==> config.mk <==
export PLATFORM = sky130hd
export DESIGN_NAME = ldm_stm_sequencer
export DESIGN_NICKNAME = d
export VERILOG_FILES = /design/src/rtl/ldm_stm_sequencer.sv
export SDC_FILE = /design/constraint.sdc
export NUM_CORES = 1
export LEC_CHECK = 0
export ABC_AREA = 1
export CAP_MARGIN = 0
export CORE_UTILIZATION = 40
export DETAILED_ROUTE_END_ITERATION = 10
export SYNTH_ARGS = -nofsm -noshare
export SYNTH_HDL_FRONTEND = slang
export SYNTH_SLANG_ARGS = --single-unit
==> constraint.sdc <==
create_clock -name clk -period 2.2 [get_ports clk]
set_clock_uncertainty 0.1 [all_clocks]
set_input_delay 0.44 -clock clk [delete_from_list [all_inputs] [get_ports clk]]
set_output_delay 0.44 -clock clk [all_outputs]
set_load 0.01 [all_outputs]
==> src/rtl/ldm_stm_sequencer.sv <==
// Block-transfer (LDM/STM) sequencer: expands a register list into one address/register
// beat per set bit, then optionally strobes the updated base register.
module ldm_stm_sequencer #(
  parameter int STRIDE = 4
) (
  input  logic        clk,
  input  logic        rst_n,
  input  logic        start,
  input  logic [31:0] insn,
  input  logic [31:0] base,
  input  logic        out_ready,
  output logic        out_valid,
  output logic [3:0]  out_reg,
  output logic [31:0] out_addr,
  output logic        out_load,
  output logic        out_last,
  output logic        wb_valid,
  output logic [31:0] wb_data,
  output logic        busy
);

  typedef enum logic [1:0] {IDLE, XFER, WB} state_t;

  localparam logic [31:0] STEP = 32'(STRIDE);

  state_t      state;
  state_t      state_next;
  logic [15:0] list_q;
  logic [15:0] list_rest;
  logic [31:0] addr_q;
  logic [31:0] wb_data_q;
  logic        load_q;
  logic        wb_en_q;
  logic [4:0]  count;
  logic [31:0] span;
  logic [31:0] start_addr;
  logic        pre;
  logic        up;
  logic        unused_insn;

  assign pre         = insn[24];
  assign up          = insn[23];
  assign unused_insn = ^{insn[31:25], insn[22], insn[19:16]};

  always_comb begin
    count = '0;
    for (int i = 0; i < 16; i++) begin
      count = count + 5'(insn[i]);
    end
  end

  assign span = STEP * {27'd0, count};

  // Descending modes still issue registers in ascending order, so they start at the bottom.
  always_comb begin
    start_addr = base;
    case ({pre, up})
      2'b01:   start_addr = base;
      2'b11:   start_addr = base + STEP;
      2'b00:   start_addr = base - span + STEP;
      default: start_addr = base - span;
    endcase
  end

  // Clearing the lowest set bit retires the register currently on out_reg.
  assign list_rest = list_q & (list_q - 16'd1);

  always_comb begin
    out_reg = '0;
    for (int i = 15; i >= 0; i--) begin
      if (list_q[i]) out_reg = 4'(i);
    end
  end

  assign out_valid = (state == XFER);
  assign out_last  = (state == XFER) && (list_q != 16'd0) && (list_rest == 16'd0);
  assign out_addr  = addr_q;
  assign out_load  = load_q;
  assign wb_valid  = (state == WB) && wb_en_q;
  assign wb_data   = wb_data_q;
  assign busy      = (state != IDLE);

  always_ff @(posedge clk or negedge rst_n) begin
    if (!rst_n) state <= IDLE;
    else        state <= state_next;
  end

  always_comb begin
    state_next = state;
    case (state)
      IDLE: if (start) state_next = (count != 5'd0) ? XFER : WB;
      XFER: if (out_ready && out_last) state_next = WB;
      WB:   state_next = IDLE;
      default: state_next = IDLE;
    endcase
  end

  always_ff @(posedge clk or negedge rst_n) begin
    if (!rst_n) begin
      list_q    <= '0;
      addr_q    <= '0;
      wb_data_q <= '0;
      load_q    <= 1'b0;
      wb_en_q   <= 1'b0;
    end else begin
      if (state == IDLE && start) begin
        list_q    <= insn[15:0];
        addr_q    <= start_addr;
        wb_data_q <= up ? (base + span) : (base - span);
        load_q    <= insn[20];
        wb_en_q   <= insn[21];
      end else if (state == XFER && out_ready) begin
        list_q <= list_rest;
        addr_q <= addr_q + STEP;
      end
    end
  end

endmodule

* After elaboration in Yosys (flattened, before gate mapping) *
Index checks and enable logic that the tools add are counted.

cells by class
  reductions and logical operators = 14
  multipliers = 0
  shift-type cells = 0
  divide/modulo/power cells = 0
  bitwise gates (word level) = 1
  equality and inequality tests = 6
  $lt $le $gt $ge = 0
  mux-type cells = 26
  add/subtract/negate cells = 21

operators by type and width
  cell                   count
  $add 32x3->32 const B  3
  $mux 32                3
  $pmux 32 s3            1
  $mux 4                 16
  $add 5x1->5            11
  $add 32x7->32          1
  $mux 16                2
  $sub 32x7->32          1
  $and 16x16->16         1
  $logic_not 16->1       1
  $reduce_bool 16->1     1
  $sub 16x1->16 const B  1
  $logic_and 1x1->1      6
  $mux 2                 3
  $add 4x1->5            1
  $reduce_bool 5->1      1
  $add 3x1->4            1
  $eq 2x1->1 const B     2
  $eq 2x2->1 const B     2
  $logic_not 2->1        2
  $pmux 2 s2             1
  $reduce_bool 2->1      2
  $add 2x1->3            1
  $add 1x1->2            1
  3 further kinds        3

storage, ports and cells
  word-level logic and storage cells = 74
  bits in latches = 0
  bits in read-only memories = 0
  bits in writable memories = 0
  register bits after elaboration = 84
  memories kept = 0

* Logic depth before layout (Yosys ltp) *
Gate-level depths: netlist (run 1).

  depth in word-level cells = 19
  depth in mapped cells = 37

* Worst setup path before layout (run 1) *
No wires, ideal clock.

  path type = input to register
  from = input insn[5]
  to = register addr_q[31] (netlist: out_addr[31])
  setup slack = -3.348 ns
  data arrival time = 5.324 ns
  stages on the path = 33
  required time = 1.976 ns
  setup time = 0.124 ns
  cell sequence = inv_1 fa_1 inv_1 fa_1 fa_1 inv_1 fa_1 inv_1 ha_1 inv_1 fa_1 nor2_1 inv_1 a21oi_1 ha_1 inv_2 nand2_2 nand2_2 clkinv_4 nand2_4 nor2_8 nand2_2 nand3_2 nand2_4 nand2_4 nor2_8 nand3_1 nor2_1 nand3_1 nand3_1 nand2_1 nand2_1 a21oi_2

between the ends
  word-level cells in the longest chain between the ends = 15

ends and longest elaborated chain
  element                       line    source
  start: declaration            9       input logic [31:0] insn,
  $add 5x1->5 * (11 in series)  48      count = count + 5'(insn[i]);
  $sub 32x7->32 *               60, 61
  $add 32x3->32                 60      2'b00: start_addr = base - span + STEP;
  $pmux 32 s3 *                 57      case ({pre, up})
  $mux 32 *                     106     if (state == IDLE && start) begin
  end signal: assignment        108     addr_q <= start_addr;
  end signal: assignment        114     addr_q <= addr_q + STEP;
  end: declaration              30      logic [31:0] addr_q;

Every way passes the cells marked *; elsewhere a longest branch is shown, timed or not.
A chain may end at the register's enable or synchronous reset.

* Worst setup path after layout (run 1) *
  from = input insn[11]
  to = register addr_q[29] (netlist: out_addr[29])

between the ends
  word-level cells in the longest chain between the ends = 9

ends and longest elaborated chain
  element                      line
  $add 5x1->5 * (5 in series)  48
  $sub 32x7->32 *              60, 61
  $add 32x3->32                60
  $pmux 32 s3 *                57
  $mux 32 *                    106

Marked as above.

==> flow_summary.ini, run 1 <==
[run_status]
run_status = finished with violations
failed_checks = negative setup slack

[final_layout]
layout.nets = 2138
drive_above_1_share_pct = 43.1
syn_to_final_growth_pct = 69.7
final_area_um2 = 16400
final.fill_count = 2024
antenna_cells_inserted = 0
share_of_the_core_filled_with_cells_in_the_final_layout_pct = 69.6

[placed_design]
port_buffers = 128
dp_hpwl_um = 33100
finalWeightedCongestion = 0.977
dpl-instance-area_um2 = 14400

[synth]
synth_async_sr_flop_share_pct = 100
synth_edf_count = 0
yosysMostFrequentCell = sky130_fd_sc_hd__nand2_1
yosysTopAreaCell = sky130_fd_sc_hd__dfrtp_1
synth.cell_area_um2 = 9650
syn_inst = 1516
synth-warning-count = 0
yosys_register_bits = 84
synth_top_cell_area_share_pct = 21.8
commonest_register_cell_after_synthesis = sky130_fd_sc_hd__dfrtp_1
synth_sequential_area_ratio_pct = 21.8
netlist-cell-type-count = 58
synth_top_cells_by_count = sky130_fd_sc_hd__nand2_1 (395), sky130_fd_sc_hd__inv_1 (152), sky130_fd_sc_hd__nor2_1 (152)
main_area_contributors_after_synthesis = sky130_fd_sc_hd__dfrtp_1 (22%), sky130_fd_sc_hd__nand2_1 (15%), sky130_fd_sc_hd__nand3_1 (6.4%), sky130_fd_sc_hd__inv_1 (5.9%), sky130_fd_sc_hd__nor2_1 (5.9%)
syn-mean-instance-area_um2 = 6.37
synth.net_count = 1617

[floorplan]
start_util_pct = 41.0
die_extent_in_y_um = 157
die-area_um2 = 24800
core-area_um2 = 23500
num_io_pins = 141
row_count = 56
die_x_um = 157

[sta]
finalMaxSlewViolations = 0
final.period_utilization_pct = 263
holdWs_ps = 244
setup_repair_after_global_routing_missed_its_margin = true
maxClockFrequency_ghz = 0.173
slew-limit-headroom_pct = 62.4
fin_crit_ps = 5780
fin_setup_tns_ps = -194890
tightestPinTransition_ps = 564
timing.final.hold_violations = 0
final_setup_violation_count = 64
postLayoutSetupSlackWorst_ps = -3580

[critical_path]
crit_path_end_kind = flip-flop
worst_r2r_path_depth = 13
cp.arrival_ps = 5950
timing.setup.critical_path_class = input port to flip-flop
startpoint_type = input port
critical_path.max_fanout = 6
critical-path-slowest-cell = sky130_fd_sc_hd__fa_1
critical_path.most_common_cell = sky130_fd_sc_hd__inv_2
cpPeakStageDelay_ps = 550
worst-endpoint-required_ps = 2380

[detailed_routing]
dr_total_vias = 12446
drt_drc_violations_left = 0
routed_via_density = 5.27
drtPass1Iterations = 5
drt_iter0_markers = 1035
final_antenna_net_count = 0
postRouteWirelength_um = 43200
wl_per_cell_um = 18.3

[global_routing]
grt_pass1_vias = 11616
grt_pass1_wl_um = 64300
grt_start_max_net_pins = 49
grt_overflow_total = 0
gr-usage-all-layers_pct = 34.1
antenna_found_initial = 0

[power]
design_power_total_mw = 18.0
leakagePower_nw = 7.70
power.density_nw_per_um2 = 1100
worst_ir_drop_vdd_uv = 916

[clocking]
cts_tree = done
cts_buffer_depth = 2
cts_made_buffers = 9
cts_htree_levels = 3
clk_pin_slew_worst_paths_ps = 70
cts-root-buf = sky130_fd_sc_hd__clkbuf_16
clock_insertion_delay_worst_skew_ps = 350
clkSinkCount = 84

[job]
cap_violations = 0

[hold_path]
timing.hold.worst.class = input port to flip-flop
holdPathStages = 3
==> cells by family (layout without fill, tap and decap cells) <==
family / after synthesis / count (layout) / synth area share, %
simple gates: 872 / 872 / 44.7
compound gates: 261 / 261 / 15.5
buf+inv: 238 / 764 / 10.3
flops: 84 / 84 / 21.8
fa+ha+maj: 33 / 33 / 5.21
xor+xnor: 28 / 28 / 2.54
==> area by class of cell <==
| cell class | count | area [um^2] | area share [%] |
|---|---|---|---|
| Timing Repair Buffer | 576 | 4940 | 30.1 |
| Sequential cell | 84 | 2100 | 12.8 |
| Clock buffer | 11 | 243 | 1.48 |
| Clock inverter | 5 | 60.1 | 0.367 |
| Multi-Input combinational cell | 1194 | 7970 | 48.6 |
| Tap cell | 319 | 399 | 2.44 |
| Inverter | 172 | 673 | 4.11 |
==> path summary, 6_finish.rpt <==
check                      slack (ps)      endpoint         from
setup reg to reg                 -340  out_addr[30]  out_addr[2]
min in group asynchronous         520    list_q[12]        rst_n
max in group asynchronous         900     list_q[1]        rst_n
setup / recovery                -3580  out_addr[29]     insn[11]
hold reg to reg                   380    wb_data[7]   wb_data[7]
hold / removal                    240    list_q[13]     insn[13]
==> sequential cells by signal, indices dropped and copies added (netlist names) <==
name and count:
list_q 16, out_load 1, wb_data 32, wb_en_q 1, out_addr 32, state 2
==> stage by stage <==
step	worst slack, ps	cells
2_1_floorplan	-3230	1516
3_3_place_gp	-4330	2298
3_5_place_dp	-4370	2298
4_1_cts	-3480	2346
5_1_grt	-3730	2361
6_report	-3580	2361
==> cells in the final DEF (no fill, tap or decap), drive strengths merged, types with 2 or more instances in the layout <==
cell type / n
o21ai: 103
nor2: 198
o22ai: 8
nor3b: 3
o211ai: 10
or2: 5
xor2: 22
nand2: 453
buf: 457
o21bai: 5
nor4: 9
xnor2: 6
ha: 21
clkdlybuf4s15: 4
a22o: 4
dfrtp: 84
nor3: 14
a22oi: 8
nand3: 145
o221ai: 3
a211oi: 2
clkdlybuf4s50: 113
and2: 2
fa: 12
clkinv: 3
clkbuf: 11
inv: 172
a31oi: 18
nand4: 39
nand3b: 3
a21oi: 93
==> critical path, delay by kind of cell <==
family | cells | cell delay, ps
fa+ha+maj | 7 | 2730
simple gates | 16 | 1860
compound gates | 2 | 270
buf+inv | 9 | 640
==> per-layer routing <==
layer  global-route usage [%]  up-vias  share of wire (%)
met5                        0        -                  0
met4                     6.98        0                1.8
met3                     4.65       53                7.4
met2                     52.0      469                 44
met1                     50.7     5912                 47
li1                         -     6012                  -
==> report_power, final <==
| part | switching, mW | internal (mW) |
|---|---|---|
| Sequential | 0.637 | 2.30 |
| Clock | 0.673 | 0.917 |
| Combinational | 6.97 | 6.50 |
| Total | 8.28 | 9.72 |
==> repair_timing <==
action,in CTS,in global routing
endpoints found under the hold margin,13,0
pin swaps,78,138
hold buffers,1,0
resized for setup,222,192
gates cloned,0,0
setup buffers,31,33
setup endpoints to repair,68,71
Note: power is estimated with default switching activity, not from simulation.
==> inputs of run 2 (changes only) <==
CORE_MARGIN = 2   (was not set)
==> flow_summary.ini, run 2 (same netlist as run 1, synthesis figures left out) <==
[run_status]
run_status = finished with violations
failed_checks = negative setup slack

[floorplan]
die-area_um2 = 25400
die_x_um = 159
core-area_um2 = 23600
num_io_pins = 141
start_util_pct = 40.9
row_count = 56
die_extent_in_y_um = 159

[power]
clock_power_share_pct = 8.3
power.density_nw_per_um2 = 1100
p_seq_share_pct = 16.0
combinationalPowerShare_pct = 75.7
worst_ir_drop_vdd_uv = 942
power.share.switching_pct = 46.6
leakagePower_nw = 7.76
power.internal_mw = 9.76
total_switching_power_mw = 8.53

[clocking]
clock_insertion_delay_worst_skew_ps = 350
cts_buffer_depth = 2
cts_htree_levels = 3
cts-root-buf = sky130_fd_sc_hd__clkbuf_16
cts_tree = done
clk_pin_slew_worst_paths_ps = 70
cts_made_buffers = 9
clkSinkCount = 84

[detailed_routing]
dr_total_vias = 12615
wl_per_cell_um = 18.3
routed_via_density = 5.33
postRouteWirelength_um = 43300
drt_iter0_markers = 1145
drt_drc_violations_left = 0
final_antenna_net_count = 0
drtPass1Iterations = 6

[global_routing]
busiest_layer = met2
antenna_found_initial = 0
globalRouteMet1Util_pct = 48.4
grt_overflow_total = 0
global_route.usage.met3_pct = 3.88
gr-usage-all-layers_pct = 32.2
grt_pass1_wl_um = 64700
globalRouteMet2Util_pct = 48.9
grt_pass1_vias = 11690
grt_start_max_net_pins = 66

[critical_path]
cpPeakStageDelay_ps = 550
timing.setup.critical_path_class = input port to flip-flop
critical_path.most_common_cell = sky130_fd_sc_hd__inv_2
worst-endpoint-required_ps = 2380
cp.arrival_ps = 5940
crit_path_end_kind = flip-flop
critical-path-slowest-cell = sky130_fd_sc_hd__fa_1
critical_path.max_fanout = 5
startpoint_type = input port

[job]
cap_violations = 0

[final_layout]
syn_to_final_growth_pct = 71.8
mostFrequentLayoutCells = sky130_fd_sc_hd__buf_4 (386), sky130_fd_sc_hd__nand2_1 (328), sky130_fd_sc_hd__inv_1 (123)
post_layout_nonfiller_instances = 2367
final.fill_count = 1978
antenna_cells_inserted = 0
drive_above_1_share_pct = 45.4
mostFrequentLayoutCell = sky130_fd_sc_hd__buf_4
seq_area_um2 = 2100
multi_input_comb_area_um2 = 8150
final_area_um2 = 16600
layout.nets = 2144

[sta]
postLayoutSetupSlackWorst_ps = -3560
final.period_utilization_pct = 262
final_setup_violation_count = 65
tightestPinTransition_ps = 561
slew-limit-headroom_pct = 62.6
timing.final.hold_violations = 0
setup_repair_after_global_routing_missed_its_margin = true
fin_crit_ps = 5760
finalMaxSlewViolations = 0
maxClockFrequency_ghz = 0.174

[placed_design]
finalWeightedCongestion = 1.06
dpl-instance-area_um2 = 14100
dp_hpwl_um = 32400
place_worst_setup_slack_ps = -4300
port_buffers = 128
dpl.cell_count = 2280

[hold_path]
timing.hold.worst.class = input port to flip-flop
-- run 2: changes by cell type in the layout (fill, tap and decap cells not counted), sizes merged --
cell,delta
clkinvlp,+1
clkdlybuf4s15,-3
clkbuf,+2
bufinv,-1
inv,+1
dlygate4sd2,-1
buf,+7
-- run 2: worst max-delay path, delay by kind of cell --
kind	cells	cell delay [ps]
AO/OA/AOI/OAI	2	290
adder cells (fa/ha/maj)	7	2660
AND/OR/NAND/NOR	15	1810
buffers and inverters	9	720
-- run 2: repair_timing --
action | in CTS | in global routing
pin swaps | 161 | 200
setup endpoints to repair | 68 | 69
gates resized for setup | 321 | 184
hold endpoints to repair | 19 | 0
hold buffers | 1 | 0
setup buffers | 53 | 43
-- run 2: worst paths after layout --
kind	to	slack [ps]	startpoint	cells after the start
max in group asynchronous	out_addr[26]	900	rst_n	3
hold / removal	list_q[13]	200	insn[13]	3
hold reg to reg	wb_data[12]	380	wb_data[12]	2
min in group asynchronous	list_q[12]	420	rst_n	2
setup reg to reg	out_addr[26]	-560	out_addr[2]	13
setup / recovery	out_addr[20]	-3560	insn[13]	33
-- run 2: per-layer routing --
layer / wire (um) / vias up
li1: - / 6022
met2: 19300 / 550
met1: 19700 / 5984
met3: 3420 / 59
met5: 0 / -
met4: 915 / 0
-- run 2: layout make-up --
| cell class | count | area share, % |
|---|---|---|
| clock buffer | 10 | 1.44 |
| clock inverter | 6 | 0.279 |
| inverter | 172 | 4.13 |
| multi-input combinational | 1194 | 49.1 |
| sequential | 84 | 12.7 |
| tap | 319 | 2.41 |
| timing repair buffer | 582 | 29.9 |
-- run 2: power groups by stage --
| stage | Sequential [mW] | Clock [mW] | Combinational (mW) |
|---|---|---|---|
| 3_3_place_gp | 2.87 | 0 | 10.4 |
| 4_1_cts | 2.88 | 1.53 | 12.6 |
| 2_1_floorplan | 3.16 | 0 | 5.11 |
| 5_1_grt | 3.01 | 1.60 | 14.8 |
| 6_report | 2.92 | 1.52 | 13.8 |
| 3_5_place_dp | 2.89 | 0 | 10.6 |
-- run 2: through the flow --
stage               util (%)  power [mW]  TNS, ps  hold slack, ps
floorplan                  -        8.26  -173760            44.4
global placement        59.9        13.3  -243160             247
detailed placement      59.9        13.4  -243200             253
CTS                     66.7        17.0  -193820             217
global route            70.2        19.4  -203500             209
finish                  70.2        18.3  -193120             196
==> RTL edit (settings of run 1) <==
Re-encode `state_t` (3 states) as one-hot, 3 bits wide.
--- a/src/rtl/ldm_stm_sequencer.sv
+++ b/src/rtl/ldm_stm_sequencer.sv
@@ -21,3 +21,3 @@
 
-  typedef enum logic [1:0] {IDLE, XFER, WB} state_t;
+  typedef enum logic [2:0] {IDLE = 3'b001, XFER = 3'b010, WB = 3'b100} state_t;
 
Function: same outputs for any inputs over 4 cycles, from zero or initial values and one cycle with rst_n low; so few cycles prove little.
==> RTL edit against run 1 <==
- the run ends with hold timing, setup timing left
- utilization up 3.3 points
- worst setup slack improved by 0.020 ns
- global-route usage rose by 1.8 points
- register-to-register slack lost 0.18 ns
- sequential power barely moved
- maximum frequency increased by 0.36%
- total power is 1.7% higher
- critical path depth increased by 2
- sequential cell count up 1
- cell area shrank 1.7%
- synthesized area is 5.3% lower
- wire length increased by 0.21%
- largest cell class unchanged
- largest power group unchanged
==> RTL edit: results (changes against run 1) <==
The final worst slack came out at -3.555 ns (+0.02049 ns). The detailed placement HPWL is 31.08 mm (-6.0%). The total of cells resized after clock tree synthesis is 263 (+18%). The number of global-route vias before repair came out at 12,030 (+3.5%).

The number of setup violations in the final report was 64 (unchanged). The wire length of the first global-routing pass came out at 65.64 mm (+2.1%). The complex-gate fraction of the synthesized area came out at 0.1638 (+0.008706).

The met2 layer usage reported by global route was 0.5629 (+0.04335). The maximum net fanout on the critical path is 7 (+1). After synthesis, the cell types taking the most area are dfrtp_1, nand2_1, nand3_1, inv_1, nor2_1. The final reports fail on hold timing, setup timing.

The post-route worst hold slack came out at -0.004823 ns (-0.2490 ns). The proportion of layout cells with a drive suffix above 1 is 0.4217 (-0.009765). The xor and xnor area share after synthesis is 0.01820 (-0.007198). The total track usage came out at 0.3595 (+0.01844). The worst hold path belongs to the class in -> async. The final hold violation count came to 2 (+2). The maximum number of pins on one net before global-route repair came out at 86 (+76%). The met3 track demand over resource in global routing is 0.05245 (+0.005922). The total detailed-routing wirelength is 43.30 mm (+0.21%). The final weighted congestion in routability-driven placement is 0.9505 (-2.7%). The number of fill cells in the layout came out at 1,772 (-12%). The routed length on met3 is 3.831 mm (+19%). The count of TritonRoute iterations in the first routing pass came to 6 (+1).

The sequential element share of the synthesized area came out at 0.2328 (+0.01509). The detailed router's first-iteration violation count is 1,196 (+16%). The met1 wire length came out at 19.09 mm (-5.0%). The post-synthesis net count came out at 1,587 (-1.9%).

The count of distinct cell types in the synthesized netlist is 53 (-8.6%). The number of nets in the layout came to 2,126 (-0.56%). The run finished, with violations left. The commonest cells after synthesis are nand2_1, inv_1, nor2_1. The worst path arrival time is 5.94 ns (about the same). The worst ir drop on vdd was 2.335 mV (+150%). The sum of met2 wire segment lengths after detailed routing is 19.50 mm (+2.0%). The number of buffers added for setup after CTS came out at 76 (+150%).

The global-route met1 utilization was 0.5162 (+0.009710).
RTL edit: worst paths after layout:
kind	end	slack [ns]	cells past startpoint
setup / recovery	out_addr[27]$_DFFE_PN0P_	-3.55	36
hold / removal	list_q[2]$_DFFE_PN0P_	-0.005	2
setup reg to reg	out_addr[28]$_DFFE_PN0P_	-0.52	13
hold reg to reg	wb_data[24]$_DFFE_PN0P_	0.38	2
max in group asynchronous	list_q[12]$_DFFE_PN0P_	1.57	2
min in group clk	list_q[13]$_DFFE_PN0P_	0.22	3
RTL edit: final cells by class:
class | instances | area (sq um) | area share
multi-input combinational | 1159 | 7487 | 0.4650
timing repair buffer | 587 | 5135 | 0.3189
sequential | 85 | 2130 | 0.1323
inverter | 183 | 706.9 | 0.04391
tap | 280 | 350.3 | 0.02176
clock buffer | 10 | 239.0 | 0.01484
clock inverter | 6 | 52.55 | 0.003264
RTL edit: metrics by stage:
stage / instance area [sq um] / utilization / hold WS, ns / setup WS (ns) / cells
final: 16100 / 0.7287 / -0.004823 / -3.555 / 2310
after global routing: 16100 / 0.7287 / 0.04621 / -3.764 / 2310
after CTS: 15200 / 0.6881 / 0.04269 / -3.564 / 2286
after detailed placement: 13640 / 0.6175 / 0.3579 / -4.344 / 2209
after global placement: 13640 / 0.6175 / 0.3564 / -4.271 / 2209
after floorplan: 9343 / - / 0.04441 / -3.315 / 1486
RTL edit: power by group:
part	internal, mW	switching, mW	total, mW
registers	2.36	0.595	2.95
clock network	0.816	0.751	1.57
logic	6.56	7.23	13.8
total	9.73	8.58	18.3
RTL edit: critical path: cells and delay by family:
| family | cells | cell delay [ns] |
|---|---|---|
| compound gates | 2 | 0.32 |
| fa+ha+maj | 7 | 2.62 |
| buf+inv | 10 | 0.76 |
| simple gates | 17 | 1.80 |
